[config.mk]
export PLATFORM = sky130hd
export DESIGN_NAME = cci_test_flow_throttle
export DESIGN_NICKNAME = d
export VERILOG_FILES = /design/src/rtl/cci_test_flow_throttle.sv
export SDC_FILE = /design/constraint.sdc
export NUM_CORES = 1
export LEC_CHECK = 0
export CAP_MARGIN = 25
export CORE_ASPECT_RATIO = 1.4
export CORE_UTILIZATION = 58
export DETAILED_ROUTE_END_ITERATION = 8
export GPL_TIMING_DRIVEN = 1
export PLACE_DENSITY = 0.95
export SETUP_SLACK_MARGIN = 0.15
export SYNTH_ARGS = -nofsm -noshare
export SYNTH_HDL_FRONTEND = slang
export SYNTH_SLANG_ARGS = --single-unit
[constraint.sdc]
create_clock -name clk -period 8.3 [get_ports clk]
set_clock_uncertainty 0.2 [all_clocks]
set_input_delay 1.66 -clock clk [delete_from_list [all_inputs] [get_ports clk]]
set_output_delay 1.66 -clock clk [all_outputs]
set_load 0.1 [all_outputs]
[src/rtl/cci_test_flow_throttle.sv]
// Per-channel active-line tracker with almost-full throttle FSM.
// Tracks outstanding lines, peak and sticky over/underflow per channel.
module cci_test_flow_throttle #(
  parameter int N_CHAN        = 2,
  parameter int CNT_W         = 10,
  parameter int MAX_REQ_LINES = 4,
  localparam int LW = (MAX_REQ_LINES > 1) ? $clog2(MAX_REQ_LINES) : 1
) (
  input  logic                    clk,
  input  logic                    reset_n,
  input  logic [1:0]              mode,
  input  logic [N_CHAN*CNT_W-1:0] limit_hi,
  input  logic [N_CHAN*CNT_W-1:0] limit_lo,
  input  logic                    clr_stats,
  input  logic [N_CHAN-1:0]       req_valid,
  input  logic [N_CHAN*LW-1:0]    req_len,
  input  logic [N_CHAN-1:0]       rsp_valid,
  output logic [N_CHAN-1:0]       force_alm_full,
  output logic [N_CHAN*CNT_W-1:0] active_cnt,
  output logic [N_CHAN*CNT_W-1:0] peak_cnt,
  output logic [N_CHAN-1:0]       err_ovf,
  output logic [N_CHAN-1:0]       err_unf
);

  localparam int SW = CNT_W + 2;

  typedef enum logic {
    OPEN     = 1'b0,
    THROTTLE = 1'b1
  } st_e;

  for (genvar c = 0; c < N_CHAN; c++) begin : g_ch
    logic [CNT_W-1:0] cnt_q, cnt_d;
    logic [CNT_W-1:0] peak_q, peak_d;
    logic [CNT_W-1:0] hi, lo;
    logic             ovf_q, ovf_d;
    logic             unf_q, unf_d;
    logic             ovf_ev, unf_ev;
    logic             thr;
    logic [LW:0]      inc;
    logic [SW-1:0]    sum;
    st_e              st_q, st_d;

    always_comb begin
      hi     = limit_hi[c*CNT_W +: CNT_W];
      lo     = limit_lo[c*CNT_W +: CNT_W];
      inc    = '0;
      if (req_valid[c])
        inc = {1'b0, req_len[c*LW +: LW]} + 1'b1;
      sum    = {2'b00, cnt_q} + SW'(inc) - SW'(rsp_valid[c]);
      cnt_d  = sum[CNT_W-1:0];
      ovf_ev = 1'b0;
      unf_ev = 1'b0;
      // top bit set means the signed sum went negative
      if (sum[CNT_W+1]) begin
        cnt_d  = '0;
        unf_ev = 1'b1;
      end else if (sum[CNT_W]) begin
        cnt_d  = '1;
        ovf_ev = 1'b1;
      end
      peak_d = (cnt_d > peak_q) ? cnt_d : peak_q;
      ovf_d  = ovf_q | ovf_ev;
      unf_d  = unf_q | unf_ev;
      if (clr_stats) begin
        peak_d = '0;
        ovf_d  = 1'b0;
        unf_d  = 1'b0;
      end
      thr  = (cnt_d >= hi);
      st_d = OPEN;
      unique case (1'b1)
        mode == 2'd1: st_d = thr ? THROTTLE : OPEN;
        mode == 2'd2: begin
          if (st_q == OPEN || lo >= hi)
            st_d = thr ? THROTTLE : OPEN;
          else
            st_d = (cnt_d <= lo) ? OPEN : THROTTLE;
        end
        default: st_d = OPEN;
      endcase
    end

    always_ff @(posedge clk or negedge reset_n) begin
      if (!reset_n) begin
        cnt_q  <= '0;
        peak_q <= '0;
        ovf_q  <= 1'b0;
        unf_q  <= 1'b0;
        st_q   <= OPEN;
      end else begin
        cnt_q  <= cnt_d;
        peak_q <= peak_d;
        ovf_q  <= ovf_d;
        unf_q  <= unf_d;
        st_q   <= st_d;
      end
    end

    assign force_alm_full[c]          = (st_q == THROTTLE);
    assign active_cnt[c*CNT_W +: CNT_W] = cnt_q;
    assign peak_cnt[c*CNT_W +: CNT_W]   = peak_q;
    assign err_ovf[c]                 = ovf_q;
    assign err_unf[c]                 = unf_q;
  end

endmodule

==> qor.log, run 1 <==
INFO  critical_path  max_stage_delay_cell_worst_path=nand4_1
INFO  die            floorplan.core_area=8510um2
INFO  drt            dr_total_vias=4866
INFO  finish         most-common-layout-cells=106 x ha_1, 97 x clkdlybuf4s50_1, 94 x inv_1, 65 x nor2_1, 46 x dfrtp_1
INFO  clock_tree     cts_max_level=2
INFO  clock_tree     cts_repair_resize_count=0
INFO  grt            grt_pass1_wl=22.7mm
INFO  clock_tree     cts.hold.buffers_added=0
INFO  clock_tree     cts_sinks=46
INFO  clock_tree     bufs_on_longest_clock_path=2
INFO  critical_path  timing.critical_path.fanout_max=13
INFO  yosys          synth-main-ff-cell=dfrtp_1
INFO  die            die_width=81.0um
INFO  drt            detail-route-antenna-nets=0
INFO  timing         hold_viol_final=0
INFO  critical_path  worstSetupStartpointType=input port
INFO  timing         period_minus_slack=7.23ns
INFO  clock_tree     cts_setup_buffers=0
INFO  timing         final_max_slew_viol_count=0
INFO  yosys          yosys_warnings=0
INFO  finish         nFillCells=613
INFO  drt            detail_route.vias_per_cell=6.06
INFO  yosys          synth-seq-cells=46
INFO  die            num_io_pins=99
INFO  yosys          synth_top_family_by_area=adder cells
INFO  drt            drt_first_iter_violations=258
INFO  run            max_cap_violations=0
INFO  grt            grt_antenna_before_repair=0
INFO  yosys          synth.net_count=759
INFO  clock_tree     cts_tree=yes
INFO  critical_path  start_to_end_type_of_the_worst_setup_path=input port to flip-flop
INFO  finish         area_delta_synth_final=24.3%
INFO  yosys          syn-cell-area=5070um2
INFO  place          hpwlAfterDp=11.0mm
INFO  yosys          synth_cell_type_count=68
INFO  critical_path  path_cells=clkdlybuf4s50_1 -> nand2b_1 -> ha_1 -> inv_1 -> ha_1 -> fa_1 -> a211oi_1 -> o21ai_0 -> mux2i_1 -> nor2_1 -> buf_4 -> a21o_1 -> a22oi_1 -> ha_1 -> a211o_1 -> a31oi_1 -> and3_1 -> mux2i_1 -> nand4_1 -> mux2i_1 -> nor2_1
INFO  drt            detailed_routing_iterations_pass_1=5
INFO  critical_path  crit_required=8.23ns
INFO  grt            via_count_of_the_first_global_routing_pass=5068
INFO  timing         post-route-period-util=87.2%
INFO  yosys          ys_async_sr_fraction=100%
INFO  drt            routed_wire_length_per_instance=16.8um
INFO  critical_path  slowest_delay=0.52ns
INFO  yosys          post_synth.cell_area_avg=8.48um2
INFO  clock_tree     cts_root_buf=clkbuf_16
INFO  yosys          xor_xnor_share_of_the_synthesized_area=2.59%
INFO  yosys          synth-edff-count=0
INFO  grt            grt_max_degree=47
INFO  yosys          synth_compound_gate_area_share=18.7%
INFO  worst_hold_path holdCritPathClass=flip-flop to flip-flop
INFO  clock_tree     insertion_delay=0.28ns
INFO  run_status     outcome=finished clean
INFO  die            core.rowCount=40
INFO  finish         mostFrequentLayoutCell=ha_1
INFO  finish         finalNetCount=858
INFO  die            fp.dieArea=9120um2
INFO  finish         drive_above_1_share=5.01%
INFO  grt            global_route_usage_over_all_layers=31.5%
INFO  yosys          yosys.area_share.simple=15.2%
INFO  drt            wl=13.5mm
INFO  yosys          synth-adder-area-share=27.6%
INFO  die            initial_utilization=59.6%
INFO  place          gp_congestion=0.946
INFO  clock_tree     cts.reportedPaths.clkPinSlew=0.06ns
INFO  grt            globalRoute.totalOverflow=0
INFO  timing         max_freq=138MHz
INFO  yosys          seq_area_frac_synth=22.7%
INFO  critical_path  worst-endpoint-arrival=7.17ns
INFO  clock_tree     cts-buffers-inserted=5
INFO  critical_path  worst_setup_path_end_kind=flip-flop
INFO  yosys          syn-instance-count=598
INFO  drt            remaining_drc_errors=0
INFO  die            die_height=113um
INFO  timing         tightestPinTransition=1.03ns
INFO  yosys          synth.mux.area_fraction=4.15%
INFO  place          port_buffers=98
INFO  timing         timing.slew.headroom=31.4%
INFO  timing         setup_viol=0
INFO  finish         antennaDiodeCount=0
INFO  timing         tns=0ns
INFO  timing         grt_setup_unrepaired=no
## state kept, by name, summed over array words and instances, names as in the netlist
name	count
g_ch.cnt_q	20
g_ch.ovf_q	2
g_ch.unf_q	2
g_ch.st_q	2
g_ch.peak_q	20
## per-stage QoR
stage | worst slack [ns] | util, % | cells | hold WS, ns | area (um2)
finish | 1.07 | 74.1 | 803 | 0.298 | 6300
global placement | 1.21 | 72.0 | 794 | 0.286 | 6130
floorplan | 2.19 | - | 598 | 0.267 | 5070
global route | 0.609 | 74.1 | 803 | 0.351 | 6300
detailed placement | 0.909 | 72.0 | 794 | 0.287 | 6130
CTS | 1.18 | 73.8 | 802 | 0.301 | 6280
## worst max-delay path: cells and delay by family
kind	cells	cell delay (ns)
AO/OA/AOI/OAI	6	1.80
adder cells (fa/ha/maj)	4	1.31
buffers and inverters	3	0.76
multiplexers	3	0.69
AND/OR/NAND/NOR	5	0.96
## layout make-up
class                   count  area [um2]  area share (%)
multi-input cells         442        3460            54.9
flip-flops and latches     46        1150            18.3
repair buffers            106        1050            16.6
inverters                  96         360            5.72
clock buffers               6         139            2.20
well taps                 105         131            2.08
clock inverters             2        12.5           0.199
## Yosys cell counts (8+ instances only)
cell / number / share of area [%]
dfrtp_1: 46 / 23
ha_1: 106 / 26
o21ai_0: 20 / 2.0
buf_4: 8 / 1.2
a21oi_1: 41 / 4.0
mux2i_1: 21 / 4.1
inv_1: 94 / 7.0
nand2b_1: 11 / 1.4
nor2_1: 65 / 4.8
nor3_1: 8 / 0.79
nand2_1: 25 / 1.9
nand3_1: 10 / 0.99
xor2_1: 8 / 1.4
nor2b_1: 9 / 1.1
a21o_1: 12 / 1.8
## path summary, 6_finish.rpt
path,start,cells after the start,slack [ns],end
worst max-delay path,req_valid[0],21,1.07,g_ch[0].peak_q[7]
worst min-delay path,g_ch[1].ovf_q,1,0.30,g_ch[1].ovf_q
worst max register to register,g_ch[0].cnt_q[1],19,2.78,g_ch[0].peak_q[7]
worst min register to register,g_ch[1].ovf_q,1,0.30,g_ch[1].ovf_q
max in group asynchronous,reset_n,2,6.24,g_ch[0].peak_q[3]
min in group asynchronous,reset_n,1,1.14,g_ch[1].cnt_q[0]
## logic make-up after synthesis
logic type	count (synthesis)
compound gates	137
xor+xnor	15
fa+ha+maj	111
buf+inv	110
flops	46
mux	21
simple gates	158
## metal layers
metal	wire, um	up-vias	global-route usage [%]	share of wire [%]
li1	-	2287	-	-
met1	4840	2295	32.2	36
met2	7210	213	59.1	54
met3	658	71	3.50	4.9
met4	761	0	18.7	5.7
met5	0	-	0	0
Power of run 1 is not shown: default switching activity piles up to over one toggle a cycle in this logic, so the estimate is an artifact.
==> run 2, diff against run 1 <==
--- a/config.mk
+++ b/config.mk
@@ -7,10 +7,11 @@
 export LEC_CHECK = 0
 export CAP_MARGIN = 25
 export CORE_ASPECT_RATIO = 1.4
-export CORE_UTILIZATION = 58
+export CORE_MARGIN = 1.5
+export CORE_UTILIZATION = 55
 export DETAILED_ROUTE_END_ITERATION = 8
 export GPL_TIMING_DRIVEN = 1
-export PLACE_DENSITY = 0.95
+export PLACE_DENSITY = 0.93
 export SETUP_SLACK_MARGIN = 0.15
 export SYNTH_ARGS = -nofsm -noshare
 export SYNTH_HDL_FRONTEND = slang
==> qor.log, run 2 (synthesis results as in run 1) <==
INFO  clock_tree     cts_setup_buffers=0 [unchanged]
INFO  die            initial_utilization=56.5% [was 59.6%]
INFO  die            die_width=84.1um [was 81.0 um]
INFO  run_status     outcome=finished clean [unchanged]
INFO  grt            grt_pass1_wl=22.6mm [was 22.7 mm]
INFO  finish         regs_by_ff_count=g_ch.cnt_q x20, g_ch.peak_q x20 [unchanged]
INFO  clock_tree     cts-buffers-inserted=5 [unchanged]
INFO  critical_path  start_to_end_type_of_the_worst_setup_path=input port to flip-flop [unchanged]
INFO  timing         timing.slew.headroom=32.5% [was 31.4%]
INFO  finish         finalNetCount=856 [was 858]
INFO  clock_tree     insertion_delay=0.29ns [was 0.28 ns]
INFO  place          placed_cells=794 [unchanged]
INFO  finish         mostFrequentLayoutCell=ha_1 [unchanged]
INFO  place          gp_congestion=0.892 [was 0.946]
INFO  finish         drive_above_1_share=4.45% [was 5.01%]
INFO  run            max_cap_violations=0 [unchanged]
INFO  drt            wl=13.5mm [about the same]
INFO  critical_path  crit-reg2reg-capture=g_ch[0].peak_q[8] [was g_ch[0].peak_q[7]]
INFO  clock_tree     cts.hold.buffers_added=0 [unchanged]
INFO  timing         grt_setup_unrepaired=no [unchanged]
INFO  clock_tree     cts_tree=yes [unchanged]
INFO  place          port_buffers=98 [unchanged]
INFO  timing         timing.hold.ws=0.305ns [was 0.298 ns]
INFO  drt            routed_wire_length_per_instance=16.9um [was 16.8 um]
INFO  grt            via_count_of_the_first_global_routing_pass=5185 [was 5068]
INFO  clock_tree     cts_repair_resize_count=0 [unchanged]
INFO  finish         area_delta_synth_final=24.3% [about the same]
INFO  critical_path  rrSetupSlack=2.69ns [was 2.78 ns]
INFO  critical_path  worstSetupStartpointType=input port [unchanged]
INFO  clock_tree     cts_max_level=2 [unchanged]
INFO  worst_hold_path holdCritPathClass=flip-flop to flip-flop [unchanged]
INFO  timing         tightestPinTransition=1.01ns [was 1.03 ns]
INFO  clock_tree     cts_root_buf=clkbuf_16 [unchanged]
INFO  grt            grt_max_degree=47 [unchanged]
INFO  die            die_height=117um [was 113 um]
INFO  worst_hold_path worst_hold_startpoint=g_ch[1].ovf_q [unchanged]
INFO  critical_path  worst_setup_path_end_kind=flip-flop [unchanged]
INFO  drt            detailed_routing_iterations_pass_1=5 [unchanged]
INFO  finish         layout.cells.non_filler=803 [unchanged]
INFO  timing         tns=0ns [unchanged]
INFO  timing         setup_viol=0 [unchanged]
INFO  clock_tree     cts.reportedPaths.clkPinSlew=0.06ns [about the same]
INFO  critical_path  crit_required=8.23ns [about the same]
INFO  die            fp.dieArea=9810um2 [was 9120 um2]
INFO  worst_hold_path whs_path_cells=1 [unchanged]
INFO  grt            globalRoute.totalOverflow=0 [unchanged]
INFO  critical_path  reg2regPathDepth=19 [unchanged]
INFO  drt            remaining_drc_errors=0 [unchanged]
INFO  timing         max_freq=136MHz [was 138 MHz]
INFO  timing         post-route-period-util=88.3% [was 87.2%]
INFO  critical_path  worst-endpoint-arrival=7.26ns [was 7.17 ns]
INFO  critical_path  timing.critical_path.fanout_max=13 [unchanged]
INFO  grt            global_route_usage_over_all_layers=28.2% [was 31.5%]
INFO  drt            detail-route-antenna-nets=0 [unchanged]
INFO  timing         hold_viol_final=0 [unchanged]
INFO  finish         antennaDiodeCount=0 [unchanged]
INFO  place          hpwlAfterDp=11.0mm [about the same]
INFO  drt            drt_first_iter_violations=244 [was 258]
INFO  die            core.rowCount=41 [was 40]
INFO  grt            grt_antenna_before_repair=0 [unchanged]
INFO  clock_tree     bufs_on_longest_clock_path=2 [unchanged]
INFO  drt            detail_route.vias_per_cell=6.02 [was 6.06]
INFO  place          dpl_worst_slack=0.809ns [was 0.909 ns]
INFO  timing         period_minus_slack=7.33ns [was 7.23 ns]
INFO  finish         most-common-layout-cells=106 x ha_1, 97 x clkdlybuf4s50_1, 94 x inv_1, 65 x nor2_1, 46 x dfrtp_1 [unchanged]
INFO  clock_tree     cts_sinks=46 [unchanged]
INFO  worst_hold_path timing.hold.worst_endpoint=g_ch[1].ovf_q [unchanged]
INFO  die            num_io_pins=99 [unchanged]
INFO  timing         final_max_slew_viol_count=0 [unchanged]
INFO  die            floorplan.core_area=8980um2 [was 8510 um2]
INFO  drt            dr_total_vias=4837 [was 4866]
INFO  critical_path  worst_r2r_startpoint=g_ch[0].cnt_q[1] [unchanged]
INFO  timing         post-route-worst-setup-slack=0.969ns [was 1.07 ns]
run 2: cell types whose count changed in the layout (fill, tap and decap cells not counted), sizes merged:
cell / delta
buf: -2
clkinvlp: -1
bufinv: +1
clkbuf: +1
clkinv: -1
run 2: layout make-up:
class,instances,area (um2)
Multi-Input combinational cell,442,3460
Fill cell,650,2680
Clock inverter,1,30.0
Clock buffer,7,133
Inverter,96,360
Sequential cell,46,1150
Tap cell,107,134
Timing Repair Buffer,104,1030
run 2: metrics by stage:
stage,area [um2],utilization (%)
final,6300,70.2
after global routing,6300,70.2
after CTS,6280,70.0
after detailed placement,6120,68.1
after global placement,6120,68.1
after floorplan,5070,-
run 2: per-layer routing:
layer / wire (um) / track usage, %
met3: 667 / 3.60
met5: 0 / 0
met2: 7160 / 54.6
met1: 4940 / 28.4
met4: 768 / 18.0
run 2: how the worst max path moves through the flow:
stage / end / startpoint / slack [ns] / cells past startpoint
global placement: g_ch[0].peak_q[7] / req_len[0] / 1.19 / 21
finish: g_ch[0].peak_q[8] / req_len[0] / 0.97 / 21
floorplan: g_ch[0].peak_q[0] / req_len[0] / 2.19 / 20
CTS: g_ch[0].peak_q[6] / req_len[0] / 1.12 / 21
global route: g_ch[0].peak_q[9] / req_len[0] / 0.74 / 21
detailed placement: g_ch[0].peak_q[6] / req_len[0] / 0.81 / 21
run 2: worst max-delay path, stage by stage:
cell,delay (ns)
clkdlybuf4s50_1,0.42
ha_1,0.28
nand2_1,0.05
ha_1,0.28
inv_1,0.07
fa_1,0.47
a211oi_1,0.56
o21ai_0,0.18
mux2i_1,0.33
nor2_1,0.10
buf_4,0.20
a21o_1,0.19
a22oi_1,0.39
ha_1,0.37
a211o_1,0.32
a31oi_1,0.28
and3_1,0.20
mux2i_1,0.07
nand4_1,0.51
mux2i_1,0.26
nor2_1,0.07
Power of run 2 is left out for the same reason.
==> run 3, diff against run 2 <==
--- a/config.mk
+++ b/config.mk
@@ -8,10 +8,11 @@
 export CAP_MARGIN = 25
 export CORE_ASPECT_RATIO = 1.4
 export CORE_MARGIN = 1.5
-export CORE_UTILIZATION = 55
+export CORE_UTILIZATION = 54
+export CTS_CLUSTER_DIAMETER = 60
 export DETAILED_ROUTE_END_ITERATION = 8
 export GPL_TIMING_DRIVEN = 1
-export PLACE_DENSITY = 0.93
+export PLACE_DENSITY = 0.92
 export SETUP_SLACK_MARGIN = 0.15
 export SYNTH_ARGS = -nofsm -noshare
 export SYNTH_HDL_FRONTEND = slang
==> constraint.sdc (replaced) <==
create_clock -name clk -period 6.9 [get_ports clk]
set_clock_uncertainty 0.2 [all_clocks]
set_input_delay 1.38 -clock clk [delete_from_list [all_inputs] [get_ports clk]]
set_output_delay 1.38 -clock clk [all_outputs]
set_load 0.1 [all_outputs]
==> qor.log, run 3 (synthesis results as in run 1) <==
INFO  critical_path  timing.critical_path.mode_cell=ha_1
INFO  clock_tree     cts_sinks=46 [unchanged]
INFO  die            core.rowCount=41 [unchanged]
INFO  die            fp.dieArea=9980um2 [was 9810 um2]
INFO  timing         tns=0ns [unchanged]
INFO  grt            grt_max_degree=47 [unchanged]
INFO  die            initial_utilization=55.8% [was 56.5%]
INFO  critical_path  slowest_delay=0.47ns [was 0.56 ns]
INFO  clock_tree     bufs_on_longest_clock_path=2 [unchanged]
INFO  clock_tree     cts-buffers-inserted=5 [unchanged]
INFO  timing         grt_setup_unrepaired=no [unchanged]
INFO  drt            detailed_routing_iterations_pass_1=7 [was 5]
INFO  clock_tree     cts.hold.buffers_added=0 [unchanged]
INFO  clock_tree     cts_root_buf=clkbuf_16 [unchanged]
INFO  critical_path  crit_required=6.83ns [was 8.23 ns]
INFO  critical_path  reg2regPathDepth=20 [was 19]
INFO  drt            wl=13.2mm [was 13.5 mm]
INFO  finish         antennaDiodeCount=0 [unchanged]
INFO  grt            via_count_of_the_first_global_routing_pass=5036 [was 5185]
INFO  place          placed_cells=803 [was 794]
INFO  finish         nFillCells=669 [was 650]
INFO  finish         regs_by_ff_count=g_ch.cnt_q x20, g_ch.peak_q x20 [unchanged]
INFO  timing         max_freq=155MHz
INFO  worst_hold_path holdCritPathClass=flip-flop to flip-flop [unchanged]
INFO  die            die_width=84.9um [was 84.1 um]
INFO  timing         hold_viol_final=0 [unchanged]
INFO  clock_tree     cts_max_level=2 [unchanged]
INFO  critical_path  path_cells=clkdlybuf4s50_1 -> ha_1 -> nand2_1 -> ha_1 -> inv_1 -> fa_1 -> a211oi_2 -> nor4_1 -> nor4b_2 -> or3_1 -> nor3_1 -> a21oi_2 -> ha_1 -> nand4_1 -> nor3_1 -> a21oi_1 -> inv_1 -> a221o_1 -> a31oi_1 -> buf_4 -> mux2i_1 -> nor2_1 [was clkdlybuf4s50_1 -> ha_1 -> nand2_1 -> ha_1 -> inv_1 -> fa_1 -> a211oi_1 -> o21ai_0 -> mux2i_1 -> nor2_1 -> buf_4 -> a21o_1 -> a22oi_1 -> ha_1 -> a211o_1 -> a31oi_1 -> and3_1 -> mux2i_1 -> nand4_1 -> mux2i_1 -> nor2_1]
INFO  critical_path  worstSetupStartpointType=input port [unchanged]
INFO  die            num_io_pins=99 [unchanged]
INFO  finish         most-common-layout-cells=106 x ha_1, 97 x clkdlybuf4s50_1, 94 x inv_1, 65 x nor2_1, 46 x dfrtp_1 [unchanged]
INFO  critical_path  worst_setup_path_end_kind=flip-flop [unchanged]
INFO  die            floorplan.core_area=9080um2 [was 8980 um2]
INFO  critical_path  timing.critical_path.fanout_max=7 [was 13]
INFO  clock_tree     insertion_delay=0.29ns [about the same]
INFO  finish         area_delta_synth_final=26.1% [was 24.3%]
INFO  timing         post-route-period-util=93.4%
INFO  finish         finalNetCount=865 [was 856]
INFO  place          port_buffers=98 [unchanged]
INFO  drt            routed_wire_length_per_instance=16.3um [was 16.9 um]
INFO  place          hpwlAfterDp=10.8mm [was 11.0 mm]
INFO  timing         final_max_slew_viol_count=0 [unchanged]
INFO  place          placed_area=6180um2 [was 6120 um2]
INFO  critical_path  max_stage_delay_cell_worst_path=fa_1 [was a211oi_1]
INFO  critical_path  start_to_end_type_of_the_worst_setup_path=input port to flip-flop [unchanged]
INFO  grt            globalRoute.totalOverflow=0 [unchanged]
INFO  critical_path  worst-endpoint-arrival=6.38ns [was 7.26 ns]
INFO  finish         drive_above_1_share=6.52% [was 4.45%]
INFO  grt            grt_antenna_before_repair=0 [unchanged]
INFO  drt            dr_total_vias=4805 [was 4837]
INFO  clock_tree     cts.reportedPaths.clkPinSlew=0.07ns [was 0.06 ns]
INFO  timing         tightestPinTransition=1.02ns [was 1.01 ns]
INFO  drt            remaining_drc_errors=5 [was 0]
INFO  timing         timing.slew.headroom=31.7% [was 32.5%]
INFO  worst_hold_path whs_path_cells=2 [was 1]
INFO  drt            detail_route.vias_per_cell=5.92 [was 6.02]
INFO  run_status     violations_in_the_final_reports=DRC
INFO  timing         setup_viol=0 [unchanged]
INFO  place          gp_congestion=0.915 [was 0.892]
INFO  clock_tree     cts_tree=yes [unchanged]
INFO  drt            drt_first_iter_violations=180 [was 244]
INFO  run            max_cap_violations=0 [unchanged]
INFO  finish         layout.cells.non_filler=812 [was 803]
INFO  grt            global_route_usage_over_all_layers=27.0% [was 28.2%]
INFO  finish         stdcell_area=6390um2 [was 6300 um2]
INFO  run_status     outcome=complete, but fails checks [was finished clean]
INFO  drt            detail-route-antenna-nets=0 [unchanged]
INFO  die            die_height=118um [was 117 um]
INFO  finish         mostFrequentLayoutCell=ha_1 [unchanged]
INFO  timing         period_minus_slack=6.44ns
INFO  grt            grt_pass1_wl=22.2mm [was 22.6 mm]
[run 3: cell types whose count changed in the layout (fill, tap and decap cells not counted), sizes merged]
cell | before | now
clkinvlp | 0 | 2
clkbuf | 7 | 5
buf | 7 | 16
[run 3: cell type report]
type / instances / area [um2] / area share [%]
Tap cell: 107 / 134 / 2.09
Inverter: 96 / 360 / 5.64
Timing Repair Buffer: 113 / 1100 / 17.2
Clock buffer: 5 / 125 / 1.96
Sequential cell: 46 / 1150 / 18.0
Multi-Input combinational cell: 442 / 3480 / 54.4
Clock inverter: 3 / 45.0 / 0.705
[run 3: timing repair]
| action | in CTS | in global routing |
|---|---|---|
| endpoints found under the setup margin | 0 | 12 |
| endpoints found under the hold margin | 0 | 0 |
| resized for setup | 0 | 4 |
| buffers inserted | 0 | 0 |
[run 3: final timing paths]
path	startpoint	to	slack, ns
setup / recovery	req_len[2]	g_ch[1].peak_q[7]	0.46
hold / removal	g_ch[0].ovf_q	g_ch[0].ovf_q	0.30
setup reg to reg	g_ch[1].cnt_q[1]	g_ch[1].peak_q[7]	1.93
hold reg to reg	g_ch[0].ovf_q	g_ch[0].ovf_q	0.30
max in group asynchronous	reset_n	g_ch[0].peak_q[1]	5.29
min in group asynchronous	reset_n	g_ch[1].peak_q[3]	0.74
[run 3: routing by layer]
metal	wire length [um]	share of wire [%]	track usage, %	vias up
met3	541	4.1	3.02	47
met2	7230	55	52.7	170
met1	4790	36	28.0	2288
met5	0	0	0	-
met4	644	4.9	12.6	0
li1	-	-	-	2300
[run 3: through the flow]
step | hold slack (ns) | setup slack (ns) | utilization (%)
floorplan | 0.267 | 1.07 | -
detailed placement | 0.289 | 0.0963 | 68.1
global placement | 0.286 | 0.268 | 68.1
CTS | 0.306 | 0.340 | 70.0
finish | 0.297 | 0.455 | 70.4
global route | 0.326 | 0.158 | 70.4
[run 3: worst max-delay path: cells and delay by family]
| family | cells | cell delay [ns] |
|---|---|---|
| and+or+nand+nor | 8 | 1.16 |
| buffers and inverters | 4 | 0.81 |
| muxes | 1 | 0.31 |
| AOI/OAI and AO/OA | 5 | 1.36 |
| adders and majority gates | 4 | 1.36 |
Power of run 3 is left out for the same reason.
